--- src/rtl/sccb_pkg.sv ---
// Shared types and constants for the SCCB responder.
package sccb_pkg;

   typedef enum logic [3:0] {
      IDLE,
      ADDR,
      ADDR_ACK,
      SUB,
      SUB_ACK,
      WDATA,
      WDATA_ACK,
      EXTRA,
      RDATA,
      RDATA_ACK,
      WAIT_STOP
   } sccb_state_e;

   localparam logic [7:0] BANK_SEL_ADDR = 8'hFF;
   localparam logic       SCCB_WRITE    = 1'b0;
   localparam logic       SCCB_READ     = 1'b1;

   function automatic logic [7:0] shift_in(input logic [7:0] cur, input logic b);
      return {cur[6:0], b};
   endfunction

endpackage

--- src/rtl/sccb_line_sync.sv ---
// Synchronizes SCL/SDA and produces one-cycle edge, START and STOP pulses.
module sccb_line_sync #(
   parameter int SYNC_STAGES = 2
) (
   input  logic clk_i,
   input  logic reset_i,
   input  logic scl_i,
   input  logic sda_i,
   output logic sda_o,
   output logic scl_rise_o,
   output logic scl_fall_o,
   output logic start_o,
   output logic stop_o
);

   logic [SYNC_STAGES-1:0] scl_sync_q;
   logic [SYNC_STAGES-1:0] sda_sync_q;
   logic                   scl_prev_q;
   logic                   sda_prev_q;
   logic                   scl_s;
   logic                   sda_s;
   logic                   sda_rise;
   logic                   sda_fall;

   // Idle bus level is high, so flops reset to 1 to avoid a spurious edge.
   always_ff @(posedge clk_i) begin
      if (reset_i) begin
         scl_sync_q <= '1;
         sda_sync_q <= '1;
         scl_prev_q <= 1'b1;
         sda_prev_q <= 1'b1;
      end else begin
         scl_sync_q <= {scl_sync_q[SYNC_STAGES-2:0], scl_i};
         sda_sync_q <= {sda_sync_q[SYNC_STAGES-2:0], sda_i};
         scl_prev_q <= scl_sync_q[SYNC_STAGES-1];
         sda_prev_q <= sda_sync_q[SYNC_STAGES-1];
      end
   end

   assign scl_s      = scl_sync_q[SYNC_STAGES-1];
   assign sda_s      = sda_sync_q[SYNC_STAGES-1];
   assign sda_o      = sda_s;
   assign scl_rise_o = scl_s & ~scl_prev_q;
   assign scl_fall_o = ~scl_s & scl_prev_q;
   assign sda_rise   = sda_s & ~sda_prev_q;
   assign sda_fall   = ~sda_s & sda_prev_q;
   assign start_o    = sda_fall & scl_s & scl_prev_q;
   assign stop_o     = sda_rise & scl_s & scl_prev_q;

endmodule

--- src/rtl/sccb_target.sv ---
// SCCB device-side responder: decodes write/read transactions and drives
// the open-drain SDA through sda_oe.
//
// state     | meaning
// IDLE      | bus idle, waiting for START
// ADDR      | shifting device address byte
// ADDR_ACK  | acknowledging our address
// SUB       | shifting sub-address
// SUB_ACK   | acknowledging sub-address
// WDATA     | shifting write data byte
// WDATA_ACK | acknowledging write data
// EXTRA     | surplus bytes, ignored and not acknowledged
// RDATA     | driving a read byte
// RDATA_ACK | releasing SDA, sampling master ACK/NACK
// WAIT_STOP | not addressed or read ended, waiting for START/STOP
module sccb_target
   import sccb_pkg::*;
#(
   parameter logic [6:0] DEV_ADDR    = 7'h30,
   parameter int         SYNC_STAGES = 2,
   parameter int         HOLD_CYCLES = 4
) (
   input  logic       clk,
   input  logic       reset,
   input  logic       scl_in,
   input  logic       sda_in,
   output logic       sda_oe,
   output logic [7:0] reg_addr,
   output logic [7:0] reg_wdata,
   output logic       reg_wr,
   input  logic [7:0] reg_rdata,
   output logic       bank,
   output logic       busy
);

   localparam int                HOLD_W    = $clog2(HOLD_CYCLES + 1);
   localparam logic [HOLD_W-1:0] HOLD_LOAD = HOLD_W'(HOLD_CYCLES - 1);

   sccb_state_e       state_q;
   logic [2:0]        bit_cnt_q;
   logic [7:0]        shift_q;
   logic              rw_q;
   logic              ack_rise_q;
   logic [HOLD_W-1:0] hold_cnt_q;
   logic              hold_val_q;
   logic              hold_act_q;

   logic              sda_s;
   logic              scl_rise;
   logic              scl_fall;
   logic              start_p;
   logic              stop_p;
   logic [7:0]        byte_d;
   logic              last_bit;

   sccb_line_sync #(.SYNC_STAGES(SYNC_STAGES)) u_sync (
      .clk_i      (clk),
      .reset_i    (reset),
      .scl_i      (scl_in),
      .sda_i      (sda_in),
      .sda_o      (sda_s),
      .scl_rise_o (scl_rise),
      .scl_fall_o (scl_fall),
      .start_o    (start_p),
      .stop_o     (stop_p)
   );

   assign byte_d   = shift_in(shift_q, sda_s);
   assign last_bit = (bit_cnt_q == 3'd7);

   always_ff @(posedge clk) begin
      if (reset) begin
         state_q    <= IDLE;
         bit_cnt_q  <= '0;
         shift_q    <= '0;
         rw_q       <= SCCB_WRITE;
         ack_rise_q <= 1'b0;
         hold_cnt_q <= '0;
         hold_val_q <= 1'b0;
         hold_act_q <= 1'b0;
         sda_oe     <= 1'b0;
         reg_addr   <= '0;
         reg_wdata  <= '0;
         reg_wr     <= 1'b0;
         bank       <= 1'b0;
         busy       <= 1'b0;
      end else begin
         reg_wr <= 1'b0;

         // SDA only changes HOLD_CYCLES after the SCL fall that scheduled it.
         if (hold_act_q) begin
            if (hold_cnt_q == '0) begin
               sda_oe     <= hold_val_q;
               hold_act_q <= 1'b0;
            end else begin
               hold_cnt_q <= hold_cnt_q - HOLD_W'(1);
            end
         end

         if (start_p) begin
            state_q    <= ADDR;
            bit_cnt_q  <= '0;
            busy       <= 1'b1;
            sda_oe     <= 1'b0;
            hold_act_q <= 1'b0;
         end else if (stop_p) begin
            state_q    <= IDLE;
            busy       <= 1'b0;
            sda_oe     <= 1'b0;
            hold_act_q <= 1'b0;
         end else if (scl_rise) begin
            bit_cnt_q <= bit_cnt_q + 3'd1;
            shift_q   <= byte_d;
            case (state_q)
               ADDR: if (last_bit) begin
                  ack_rise_q <= 1'b0;
                  if (byte_d[7:1] == DEV_ADDR) begin
                     state_q <= ADDR_ACK;
                     rw_q    <= byte_d[0];
                  end else begin
                     state_q <= WAIT_STOP;
                  end
               end
               SUB: if (last_bit) begin
                  reg_addr   <= byte_d;
                  state_q    <= SUB_ACK;
                  ack_rise_q <= 1'b0;
               end
               WDATA: if (last_bit) begin
                  reg_wdata  <= byte_d;
                  reg_wr     <= 1'b1;
                  if (reg_addr == BANK_SEL_ADDR) bank <= byte_d[0];
                  state_q    <= WDATA_ACK;
                  ack_rise_q <= 1'b0;
               end
               ADDR_ACK, SUB_ACK, WDATA_ACK: ack_rise_q <= 1'b1;
               RDATA: begin
                  shift_q <= {shift_q[6:0], 1'b0};
                  if (last_bit) state_q <= RDATA_ACK;
               end
               RDATA_ACK: begin
                  if (sda_s) begin
                     state_q <= WAIT_STOP;
                  end else begin
                     shift_q   <= reg_rdata;
                     bit_cnt_q <= '0;
                     state_q   <= RDATA;
                  end
               end
               default: ;
            endcase
         end else if (scl_fall) begin
            hold_act_q <= 1'b1;
            hold_cnt_q <= HOLD_LOAD;
            hold_val_q <= 1'b0;
            case (state_q)
               ADDR_ACK: begin
                  if (!ack_rise_q) begin
                     hold_val_q <= 1'b1;
                  end else begin
                     bit_cnt_q <= '0;
                     if (rw_q == SCCB_READ) begin
                        state_q    <= RDATA;
                        shift_q    <= reg_rdata;
                        hold_val_q <= ~reg_rdata[7];
                     end else begin
                        state_q <= SUB;
                     end
                  end
               end
               SUB_ACK: begin
                  if (!ack_rise_q) begin
                     hold_val_q <= 1'b1;
                  end else begin
                     bit_cnt_q <= '0;
                     state_q   <= WDATA;
                  end
               end
               WDATA_ACK: begin
                  if (!ack_rise_q) begin
                     hold_val_q <= 1'b1;
                  end else begin
                     bit_cnt_q <= '0;
                     state_q   <= EXTRA;
                  end
               end
               RDATA: hold_val_q <= ~shift_q[7];
               default: ;
            endcase
         end
      end
   end

endmodule

--- config.mk ---
export PLATFORM = sky130hd
export DESIGN_NAME = sccb_target
export DESIGN_NICKNAME = d
export VERILOG_FILES = /design/src/rtl/sccb_pkg.sv /design/src/rtl/sccb_line_sync.sv /design/src/rtl/sccb_target.sv
export SDC_FILE = /design/constraint.sdc
export NUM_CORES = 1
export LEC_CHECK = 0
export BUFFER_PORTS_ARGS = -buffer_cell sky130_fd_sc_hd__buf_2
export CORE_UTILIZATION = 51
export DETAILED_ROUTE_END_ITERATION = 8
export HOLD_SLACK_MARGIN = 0.08
export PLACE_DENSITY_LB_ADDON = 0.12
export SETUP_SLACK_MARGIN = 0.3
export SLEW_MARGIN = 20
export SYNTH_ARGS = -nofsm -noshare
export SYNTH_HDL_FRONTEND = slang
export SYNTH_SLANG_ARGS = --single-unit
export TNS_END_PERCENT = 50
--- constraint.sdc ---
create_clock -name clk -period 1.7 [get_ports clk]
set_input_delay 0.34 -clock clk [delete_from_list [all_inputs] [get_ports clk]]
set_output_delay 0.34 -clock clk [all_outputs]
set_load 0.02 [all_outputs]
==> metrics.txt <==
Slowest-stage cell, CP=or4_4; worst r2r path cells=5; commonest non-fill, non-tap cells in the layout=40 x buf_4, 39 x dfxtp_1, 31 x buf_2; core area=0.00438 mm2; number of synthesized flops with an enable pin=0; final hold violations=0; Antenna Nets Post-Route=0; Final min period=1.79 ns; CTS Sinks=48; synth top area cells=dfxtp_1 41%, mux2i_1 11%, ha_1 3.7%; area of the multi-input gates=0.00151 mm2; Worst R2R Setup Slack=-0.09 ns; initial DRC count=151; Netlist Area Pre-Place=0.00234 mm2; global-route wire length before repair=10200 um; critical path arrival=2.04 ns; min-delay src=scl_in; routed vias=2119; largest net degree at the start of global routing=19; number of global-route vias before repair=2084; max-cap violations=0; most common cell after layout, fill and taps aside=buf_4; fmax=557 MHz; GRT Total Usage=26.9%; Worst-Skew Late Latency=0.30 ns; htree depth=2; Reg2Reg Launch Point=u_sync.scl_sync_q[1]; slew of the pin with the lowest slew margin=0.439 ns; gate count after technology mapping=251; setup violators final=15; IO Count=32; hold_buf cts=0; Slew Limit Fails=0; TNS Setup=-0.767 ns; Reg clk slew, reported paths=0.09 ns; std cell rows=24; Worst setup SP type=register; Syn. warnings=0; RSZ-0062 raised after global routing=yes; status=finished with violations; final WL=6290 um; Clock Root Buffer=clkbuf_8; Vias/cell=5.67; Area Overhead vs Synth=38.0%; Max VDD drop=0.000496 V; First-pass DRT Iterations=4; Port Buffers=31; Top FF cell, synth=dfxtp_1; worst clock skew=0.00718 ns; DP HPWL=4120 um; GRT overflow=0; Crit Path Class=reg2reg; critical path required time=1.95 ns; fin crit share=106%; drt wl/cell=16.8 um; die height=69.8 um; worst-path maximum fanout=7; fillers=338; Nets=340; Initial Utilization=53.4%; layout cells sized above 1=43.5%; Syn Nets=270; max incr delay on CP=0.56 ns; FF+latch area=977 um2; initial antenna violation count=0; die area=0.00487 mm2; routability-driven placement congestion ratio=0.914; Synth area leader=dfxtp_1; Yosys reg bits=48; Ant. Diodes=0; Max Root-Sink Buffers=2; FF-to-FF End=bit_cnt_q[2]; Synth top area share=41.0%; worst min path class=in2reg; Critical Path End Type=register; PwrDens=698 mW/mm2; Die W=69.8 um; worst setup margin=-0.0941 ns; failing checks=setup timing; sequential area share after synthesis=41.0%; Yosys cell types=53; Hold Path Sink=u_sync.scl_sync_q[0]; Hold Path Cell Cnt=2; number of remaining DRC errors=0; Max-slew headroom=70.7%; Async SR Flop Fraction=0%; CTS tree=yes; Lkg Pwr=1.47 nW; crit path cell chain=ha_4 -> nand2b_4 -> o31a_1 -> or4_4 -> a21oi_2; Synth Area per Inst=9.33 um2; Core Util, Final=73.7%; total CTS buffers=5
==> layer usage <==
metal / up-vias / GRT usage [%] / part of all wire [%]
met2: 51 / 46.7 / 50
met1: 1009 / 33.4 / 45
li1: 1046 / - / -
met4: 0 / 8.44 / 1.5
met5: - / 0 / 0
met3: 13 / 5.38 / 3.1
==> flip-flops by register name, indices dropped and copies added (netlist names) <==
signal,count
u_sync.sda_sync_q,2
hold_act_q,1
u_sync.scl_prev_q,1
hold_val_q,1
hold_cnt_q,3
busy,1
state_q,4
shift_q,8
reg_wr,1
u_sync.scl_sync_q,2
sda_oe,1
reg_wdata,8
reg_addr,8
rw_q,1
ack_rise_q,1
bank,1
bit_cnt_q,3
u_sync.sda_prev_q,1
==> repair_timing <==
action,in CTS,in global routing
setup endpoints to repair,38,38
buffers inserted,6,2
pin swaps,18,3
resized for setup,46,12
gates cloned,1,0
==> per-stage QoR <==
step	hold WS, ns	setup slack, ns	std cells	total power [mW]	cell area, um2
floorplan	0.389	-0.0573	251	1.28	2380
global placement	0.391	-0.0916	357	1.35	2800
CTS	0.208	-0.0558	372	2.25	3170
detailed placement	0.395	-0.120	357	1.35	2800
global route	0.207	-0.156	374	2.34	3230
finish	0.208	-0.0941	374	2.26	3230
==> how the worst max path moves through the flow <==
stage	startpoint	endpoint	slack [ns]
after global placement	bit_cnt_q[0]	bank	-0.09
after floorplan	u_sync.scl_prev_q	bit_cnt_q[1]	-0.06
after CTS	u_sync.scl_sync_q[1]	bit_cnt_q[0]	-0.06
final	u_sync.scl_sync_q[1]	bit_cnt_q[2]	-0.09
after global routing	u_sync.scl_prev_q	bit_cnt_q[2]	-0.16
after detailed placement	bit_cnt_q[0]	bank	-0.12
==> cell usage after synthesis (3+ instances only) <==
library cell / instances
a21oi_1: 14
a31oi_1: 3
buf_2: 6
clkbuf_1: 6
dfxtp_1: 48
ha_1: 7
inv_1: 12
mux2i_1: 26
nand2_1: 10
nand2b_1: 6
nand3_1: 3
nor2_1: 23
nor2b_1: 5
nor3_1: 4
nor3b_1: 5
o21ai_0: 9
o2bb2ai_1: 7
or2_2: 7
or4_1: 5
==> final cells by class <==
| type | count | share of cell area, % |
|---|---|---|
| multi-input cells | 178 | 46.6 |
| flip-flops and latches | 48 | 30.2 |
| repair buffers | 76 | 15.8 |
| clock buffers | 7 | 2.98 |
| well taps | 52 | 2.01 |
| inverters | 12 | 1.39 |
| clock inverters | 1 | 0.929 |
==> worst max-delay path: cells and delay by family, from the launching register on <==
family / cells / cell delay (ns)
fa+ha+maj: 1 / 0.24
simple gates: 2 / 0.70
flops: 1 / 0.37
compound gates: 2 / 0.44
==> where the power goes <==
group	switching [mW]	internal (mW)
Clock	0.387	0.519
Sequential	0.0144	1.14
Combinational	0.106	0.0917
Total	0.508	1.75
==> cells by family (layout without fill, tap and decap cells) <==
logic type	count (synthesis)	count (layout)	synth area share (%)
AO/OA/AOI/OAI	55	55	17.1
XOR/XNOR	4	4	1.50
adder cells (fa/ha/maj)	7	7	3.74
buffers and inverters	25	96	4.65
flip-flops	48	48	41.0
multiplexers	26	26	11.1
AND/OR/NAND/NOR	86	86	20.8
No activity file was read; power rests on OpenSTA's default activity.
